$ cat src/rtl/seq_comp_n.sv
// Multi-cycle magnitude comparator: walks WIDTH-bit operands one SLICE-bit slice
// per clock, MSB slice first, stopping early at the first unequal slice.
module seq_comp_n #(
  parameter int WIDTH = 32,
  parameter int SLICE = 8
) (
  input  logic             clk,
  input  logic             rst_n,
  input  logic             start,
  input  logic [WIDTH-1:0] A,
  input  logic [WIDTH-1:0] B,
  input  logic             sgn,
  input  logic             EQ1,
  input  logic             GT1,
  output logic             EQ,
  output logic             GT,
  output logic             LT,
  output logic             busy,
  output logic             done
);

  localparam int NSLICE = WIDTH / SLICE;
  localparam int KW     = (NSLICE > 1) ? $clog2(NSLICE) : 1;
  localparam logic [KW-1:0] KMAX = KW'(NSLICE - 1);

  typedef enum logic {IDLE, RUN} state_t;

  state_t           state;
  logic [KW-1:0]    k;
  logic [WIDTH-1:0] a_q;
  logic [WIDTH-1:0] b_q;
  logic             sgn_q;
  logic             eq1_q;
  logic             gt1_q;

  logic             accept;
  logic             top_slice;
  logic [SLICE-1:0] sa;
  logic [SLICE-1:0] sb;
  logic             slice_eq;
  logic             slice_gt;

  assign accept    = (state == IDLE) && start;
  assign top_slice = sgn_q && (k == KMAX);

  // Operands shift left each RUN cycle, so the slice under test is always the
  // top SLICE bits; a signed top slice compares unsigned once its MSBs are flipped.
  always_comb begin
    // NOTE: every always_comb output gets a default first so no path can infer a latch.
    sa = a_q[WIDTH-1 -: SLICE];
    sb = b_q[WIDTH-1 -: SLICE];
    if (top_slice) begin
      sa[SLICE-1] = ~sa[SLICE-1];
      sb[SLICE-1] = ~sb[SLICE-1];
    end
  end

  assign slice_eq = (sa == sb);
  assign slice_gt = (sa > sb);

  // NOTE: operand registers carry no reset; they are only read while RUN, which
  // is entered solely through a load, so resetting them would only cost muxes.
  always_ff @(posedge clk) begin
    if (accept) begin
      a_q   <= A;
      b_q   <= B;
      sgn_q <= sgn;
      eq1_q <= EQ1;
      gt1_q <= GT1;
    end else if (state == RUN) begin
      a_q <= a_q << SLICE;
      b_q <= b_q << SLICE;
    end
  end

  // NOTE: sequential state uses non-blocking assignments so every register
  // samples pre-edge values regardless of statement order.
  always_ff @(posedge clk) begin
    if (!rst_n) begin
      state <= IDLE;
      busy  <= 1'b0;
      done  <= 1'b0;
      EQ    <= 1'b1;
      GT    <= 1'b0;
      LT    <= 1'b0;
      k     <= KMAX;
    end else begin
      done <= 1'b0;
      case (state)
        IDLE: begin
          if (start) begin
            state <= RUN;
            busy  <= 1'b1;
            k     <= KMAX;
          end
        end
        RUN: begin
          if (!slice_eq) begin
            EQ    <= 1'b0;
            GT    <= slice_gt;
            LT    <= ~slice_gt;
            done  <= 1'b1;
            busy  <= 1'b0;
            state <= IDLE;
          end else if (k != '0) begin
            k <= k - KW'(1);
          end else begin
            // All slices equal: the lower-significance stage decides.
            EQ    <= eq1_q;
            GT    <= ~eq1_q & gt1_q;
            LT    <= ~eq1_q & ~gt1_q;
            done  <= 1'b1;
            busy  <= 1'b0;
            state <= IDLE;
          end
        end
        default: state <= IDLE;
      endcase
    end
  end

endmodule
$ cat config.mk
export PLATFORM = sky130hd
export DESIGN_NAME = seq_comp_n
export DESIGN_NICKNAME = d
export VERILOG_FILES = /design/src/rtl/seq_comp_n.sv
export SDC_FILE = /design/constraint.sdc
export NUM_CORES = 1
export LEC_CHECK = 0
export ABC_AREA = 1
export CORE_ASPECT_RATIO = 0.7
export CORE_MARGIN = 2
export CORE_UTILIZATION = 30
export DETAILED_ROUTE_END_ITERATION = 10
export GPL_ROUTABILITY_DRIVEN = 0
export MAX_ROUTING_LAYER = met4
export PLACE_DENSITY = 0.59
export SLEW_MARGIN = 20
export SYNTH_ARGS = -nofsm -noshare
export SYNTH_HDL_FRONTEND = slang
export SYNTH_SLANG_ARGS = --single-unit
$ cat constraint.sdc
create_clock -name clk -period 3.3 [get_ports clk]
set_clock_uncertainty 0.1 [all_clocks]
set_input_delay 0.33 -clock clk [delete_from_list [all_inputs] [get_ports clk]]
set_output_delay 0.33 -clock clk [all_outputs]
set_load 0.02 [all_outputs]
==> results of run 1 <==
logic make-up after synthesis:
group | after synthesis | synth area share (%)
and+or+nand+nor | 213 | 25.1
DFF | 75 | 63.7
buffers and inverters | 49 | 5.91
adders and majority gates | 9 | 3.30
AOI/OAI and AO/OA | 7 | 1.91
path summary, 6_finish.rpt:
check                               end  slack (ns)  cells after the start
worst max-delay path            a_q[25]        1.23                      2
worst min-delay path                 GT        0.37                      2
worst max register to register  a_q[25]        1.23                      2
worst min register to register       GT        0.37                      2
worst max-delay path, delay by kind of cell, from the launching register on:
kind,cells,cell delay [ns]
and+or+nand+nor,1,0.68
buffers and inverters,1,0.39
DFF,1,0.56
layout make-up:
class / instances / area [sq um] / share of cell area (%)
inverters: 37 / 141 / 3.10
clock buffers: 11 / 233 / 5.10
repair buffers: 77 / 763 / 16.7
multi-input cells: 229 / 1030 / 22.7
flip-flops and latches: 75 / 2170 / 47.6
clock inverters: 4 / 28.8 / 0.630
well taps: 153 / 191 / 4.19
per-stage QoR:
step / instance area (sq um) / util (%) / power (mW) / hold slack [ns]
floorplan: 3410 / - / 1.43 / 0.315
global placement: 4300 / 38.9 / 1.57 / 0.367
detailed placement: 4300 / 38.9 / 1.58 / 0.368
CTS: 4560 / 41.3 / 2.45 / 0.377
global route: 4560 / 41.3 / 2.54 / 0.406
finish: 4560 / 41.3 / 2.41 / 0.371
power breakdown:
part	switching, mW	leakage (nW)	internal (mW)
Clock	0.352	0.122	0.504
Sequential	0.0355	0.754	1.17
Combinational	0.191	1.17	0.163
Total	0.578	2.04	1.84
layout by cell type (no fill, tap or decap):
cell type and n:
clkbuf_16 9, o211a_1 1, ha_1 9, or2_2 1, inv_4 1, inv_1 36
o21bai_4 1, o21ai_0 2, clkinv_4 1, clkdlybuf4s50_1 74, nand4_1 2, nand3_1 8
nor2_1 25, buf_4 3, nor2_4 2, clkinv_2 1, clkinvlp_4 2, nand2_2 2
o21ai_4 1, nand3_2 1, dfxtp_1 8, a21oi_1 2, nand3_4 1, clkbuf_1 2
nand2_1 171, edfxtp_1 67
layer usage:
layer / vias to the layer above / routed length [um] / GRT usage [%]
li1: 1270 / - / -
met1: 1068 / 3220 / 14.0
met2: 59 / 2970 / 19.4
met3: 11 / 338 / 4.34
met4: 0 / 74 / 4.62
met5: - / 0 / -
==> flow_summary.yaml, run 1 <==
timing:
  hold_violations: 0
  slew-limit-headroom_pct: 50.3
  fin_crit_sh_pct: 62.7
  tightest_slew_ns: 0.746
  max_freq_mhz: 484
  rsz0062_at_grt: "false"
  fin_ws_ns: 1.23
  setup_viol: 0
  fin_crit_ns: 2.07
  drv_slew: 0
  setup_tns_ns: 0
global_route:
  grt_pass1_vias: 2455
  grt.overflow.total: 0
  track_usage_pct: 12.1
  antenna_found_initial: 0
  grt_max_degree: 65
  grt_pass1_wl_um: 11100
cts:
  hold_buffers: 0
  post_cts_buffers: 0
  cts-resized-gates: 0
  clockBufferDepth: 2
  clk_latency_ns: 0.32
  h-tree-depth: 3
  cts_root_buffer: "clkbuf_16"
  cts_tree: "yes"
  path_clk_slew_ns: 0.05
  cts_sinks: 75
  cts_made_buffers: 9
setup_path:
  critical-path-slowest-cell: "or2_2"
  cp_slowest_stage_delay_ns: 0.68
  start_kind: "flop"
  crit_start: "state"
  cp.required_ns: 3.21
  crit_path_cell_trace: "or2_2, buf_4"
  worstPathArrival_ns: 1.97
  critPathCaptureType: "flop"
  cp_max_fo: 34
  worstSetupPathType: "reg -> reg"
  rr_startpoint: "state"
synthesis:
  syn_avg_cell_area_sq_um: 9.66
  yosysUniqueCellTypes: 20
  synth.most_common_cell: "nand2_1"
  yosys.area.top_type: "edfxtp_1"
  synth_top_area_share_pct: 59.0
  mappedNetlistArea_sq_um: 3410
  yosysSeqAreaShare_pct: 63.7
  ys.warnings.count: 0
  synth.area.top_cells: "edfxtp_1, nand2_1, dfxtp_1"
  synth.top_cells.by_count: "nand2_1, edfxtp_1, inv_1"
  synth_edf_count: 67
  syn_inst: 353
  synth_top_flop_cell: "edfxtp_1"
  synth-seq-cells: 75
  async_flop_share_pct: 0
  synth_fp_nets: 432
place:
  dp_hpwl_um: 4600
  place.port_buffers: 74
  post-place-ws_ns: 1.02
  dp.cells: 571
floorplanning:
  core_area_sq_um: 11100
  fp.dieH_um: 93.2
  dieArea_sq_um: 12200
  ios: 75
  core.rowCount: 32
  start_util_pct: 30.8
  die_x_um: 131
run_status:
  outcome: "finished, final reports clean"
cells_and_area:
  layout.cells.non_filler: 586
  num-fill-cells: 1092
  layout-drive-gt1-share_pct: 6.00
  reg.largest.list: "a_q x32, b_q x32, k x2"
  antennaDiodeCount: 0
  syn_to_final_growth_pct: 33.9
  nNetsFinal: 508
worst_hold_path:
  worstHoldPathType: "reg -> reg"
  min_from: "GT"
job:
  maxCapViolCount: 0
power_and_ir_drop:
  peakVddDrop_mv: 0.301
  powerDensity_nw_per_um2: 529
  p_leak_nw: 2.04
route:
  drc: 0
  vias_per_cell: 4.11
  vias: 2408
  firstDrtPassIters: 4
  drtAntennaViolNets: 0
  drt_iter0_markers: 144
  wirelength_um: 6610
  wl_per_cell_um: 11.3
Power figures use the tool's default switching activity.
==> run 2: changes to the inputs <==
--- a/config.mk
+++ b/config.mk
@@ -12,7 +12,7 @@
 export DETAILED_ROUTE_END_ITERATION = 10
 export GPL_ROUTABILITY_DRIVEN = 0
 export MAX_ROUTING_LAYER = met4
-export PLACE_DENSITY = 0.59
+export PLACE_DENSITY = 0.61
 export SLEW_MARGIN = 20
 export SYNTH_ARGS = -nofsm -noshare
 export SYNTH_HDL_FRONTEND = slang
==> constraint.sdc (replaced) <==
create_clock -name clk -period 1.8 [get_ports clk]
set_clock_uncertainty 0.1 [all_clocks]
set_input_delay 0.18 -clock clk [delete_from_list [all_inputs] [get_ports clk]]
set_output_delay 0.18 -clock clk [all_outputs]
set_load 0.02 [all_outputs]
==> flow_summary.yaml, run 2 (synthesized netlist as in run 1, its figures left out) <==
run_status:
  outcome: "finished, final reports clean"
route:
  wl_per_cell_um: 11.2
  vias: 2392
  drc: 0
  vias_per_cell: 4.04
  firstDrtPassIters: 5
  drt_iter0_markers: 144
  wirelength_um: 6610
  drtAntennaViolNets: 0
cts:
  clockBufferDepth: 2
  cts_sinks: 75
  post_cts_buffers: 0
  cts_made_buffers: 9
  h-tree-depth: 3
  cts_root_buffer: "clkbuf_16"
  path_clk_slew_ns: 0.06
  cts_tree: "yes"
  clk_latency_ns: 0.33
setup_path:
  start_kind: "flop"
  r2r_slack_ns: 0.18
  worstSetupPathType: "reg -> reg"
  cp_max_fo: 5
  rr_endpoint: "k[0]"
  critPathCaptureType: "flop"
  reg2reg_depth: 8
  cp.required_ns: 1.91
  worstPathArrival_ns: 1.72
  rr_startpoint: "a_q[27]"
job:
  maxCapViolCount: 0
floorplanning:
  die_x_um: 131
  dieArea_sq_um: 12200
  core.rowCount: 32
  core_area_sq_um: 11100
  fp.dieH_um: 93.2
  start_util_pct: 30.8
  ios: 75
global_route:
  grt.overflow.total: 0
  antenna_found_initial: 0
  grt_max_degree: 36
  grt_pass1_vias: 2442
  track_usage_pct: 12.0
  grt_pass1_wl_um: 11200
cells_and_area:
  layout-drive-gt1-share_pct: 7.74
  syn_to_final_growth_pct: 39.7
  num-fill-cells: 1082
  register_area_sq_um: 2170
  multi_input_area_sq_um: 1040
  reg.largest.list: "a_q x32, b_q x32, k x2"
  layout_common_cells: "nand2_1, clkdlybuf4s50_1, edfxtp_1"
  final_common_cell: "nand2_1"
  antennaDiodeCount: 0
  nNetsFinal: 513
timing:
  tightest_slew_ns: 0.243
  rsz0062_at_grt: "false"
  setup_viol: 0
  drv_slew: 0
  max_freq_mhz: 619
  slew-limit-headroom_pct: 83.8
  fin_crit_sh_pct: 89.8
  setup_tns_ns: 0
  fin_crit_ns: 1.62
  hold_violations: 0
worst_hold_path:
  min_from: "sgn"
  worstHoldPathType: "in -> reg"
  whs_path_depth: 1
  hold_path_end: "sgn_q"
power_and_ir_drop:
  p_leak_nw: 2.14
  power_mw: 5.08
  peakVddDrop_mv: 0.501
  powerDensity_nw_per_um2: 1070
place:
  place.port_buffers: 74
  dp_hpwl_um: 4700
[run 2: cell types whose count changed in the layout (fill, tap and decap cells not counted), sizes merged]
cell	delta
clkinv	-2
buf	+5
bufinv	+4
inv	+1
clkbuf	-1
clkinvlp	-1
[run 2: worst max-delay path by stage]
stage                   end  startpoint  cells past startpoint
floorplan              k[0]       state                      5
global placement    a_q[31]       start                      7
detailed placement  a_q[31]       start                      7
CTS                    k[0]     a_q[29]                      8
global route           k[1]     b_q[24]                      8
finish                 k[0]     a_q[27]                      8
[run 2: layout make-up]
cell class | instances | area share [%]
clock buffer | 10 | 4.81
clock inverter | 6 | 2.86
inverter | 37 | 2.97
multi-input combinational | 229 | 21.8
sequential | 75 | 45.6
tap | 153 | 4.02
timing repair buffer | 82 | 17.9
[run 2: report_power, final]
part / switching, mW / internal (mW)
registers: 0.0615 / 2.14
clock network: 0.685 / 1.50
logic: 0.364 / 0.332
[run 2: metal layers]
layer	track usage, %	vias up	wire [um]
li1	-	1278	-
met1	14.6	1050	3240
met2	19.5	57	3020
met3	3.52	7	280
met4	3.80	0	76
met5	-	-	0
[run 2: critical path: stages (launching register included)]
cell      delay, ns
edfxtp_1       0.37
ha_1           0.31
nand2_1        0.10
nor2_4         0.16
nand3_4        0.13
nand2_2        0.11
nand3_2        0.08
nand2_1        0.07
nand3_1        0.07
[run 2: timing repair]
| action | CTS | global route |
|---|---|---|
| endpoints found under the setup margin | 0 | 1 |
| resized for setup | 0 | 1 |
| hold buffers | 0 | 0 |
[run 2: metrics by stage]
| step | setup slack (ns) | cells | utilization, % | instance area [sq um] | hold slack (ns) |
|---|---|---|---|---|---|
| detailed placement | 0.180 | 576 | 39.8 | 4390 | 0.363 |
| finish | 0.184 | 592 | 43.1 | 4760 | 0.311 |
| CTS | 0.171 | 592 | 43.1 | 4760 | 0.297 |
| global route | 0.0319 | 592 | 43.1 | 4760 | 0.306 |
| floorplan | 0.200 | 353 | - | 3410 | 0.165 |
| global placement | 0.201 | 576 | 39.8 | 4390 | 0.362 |
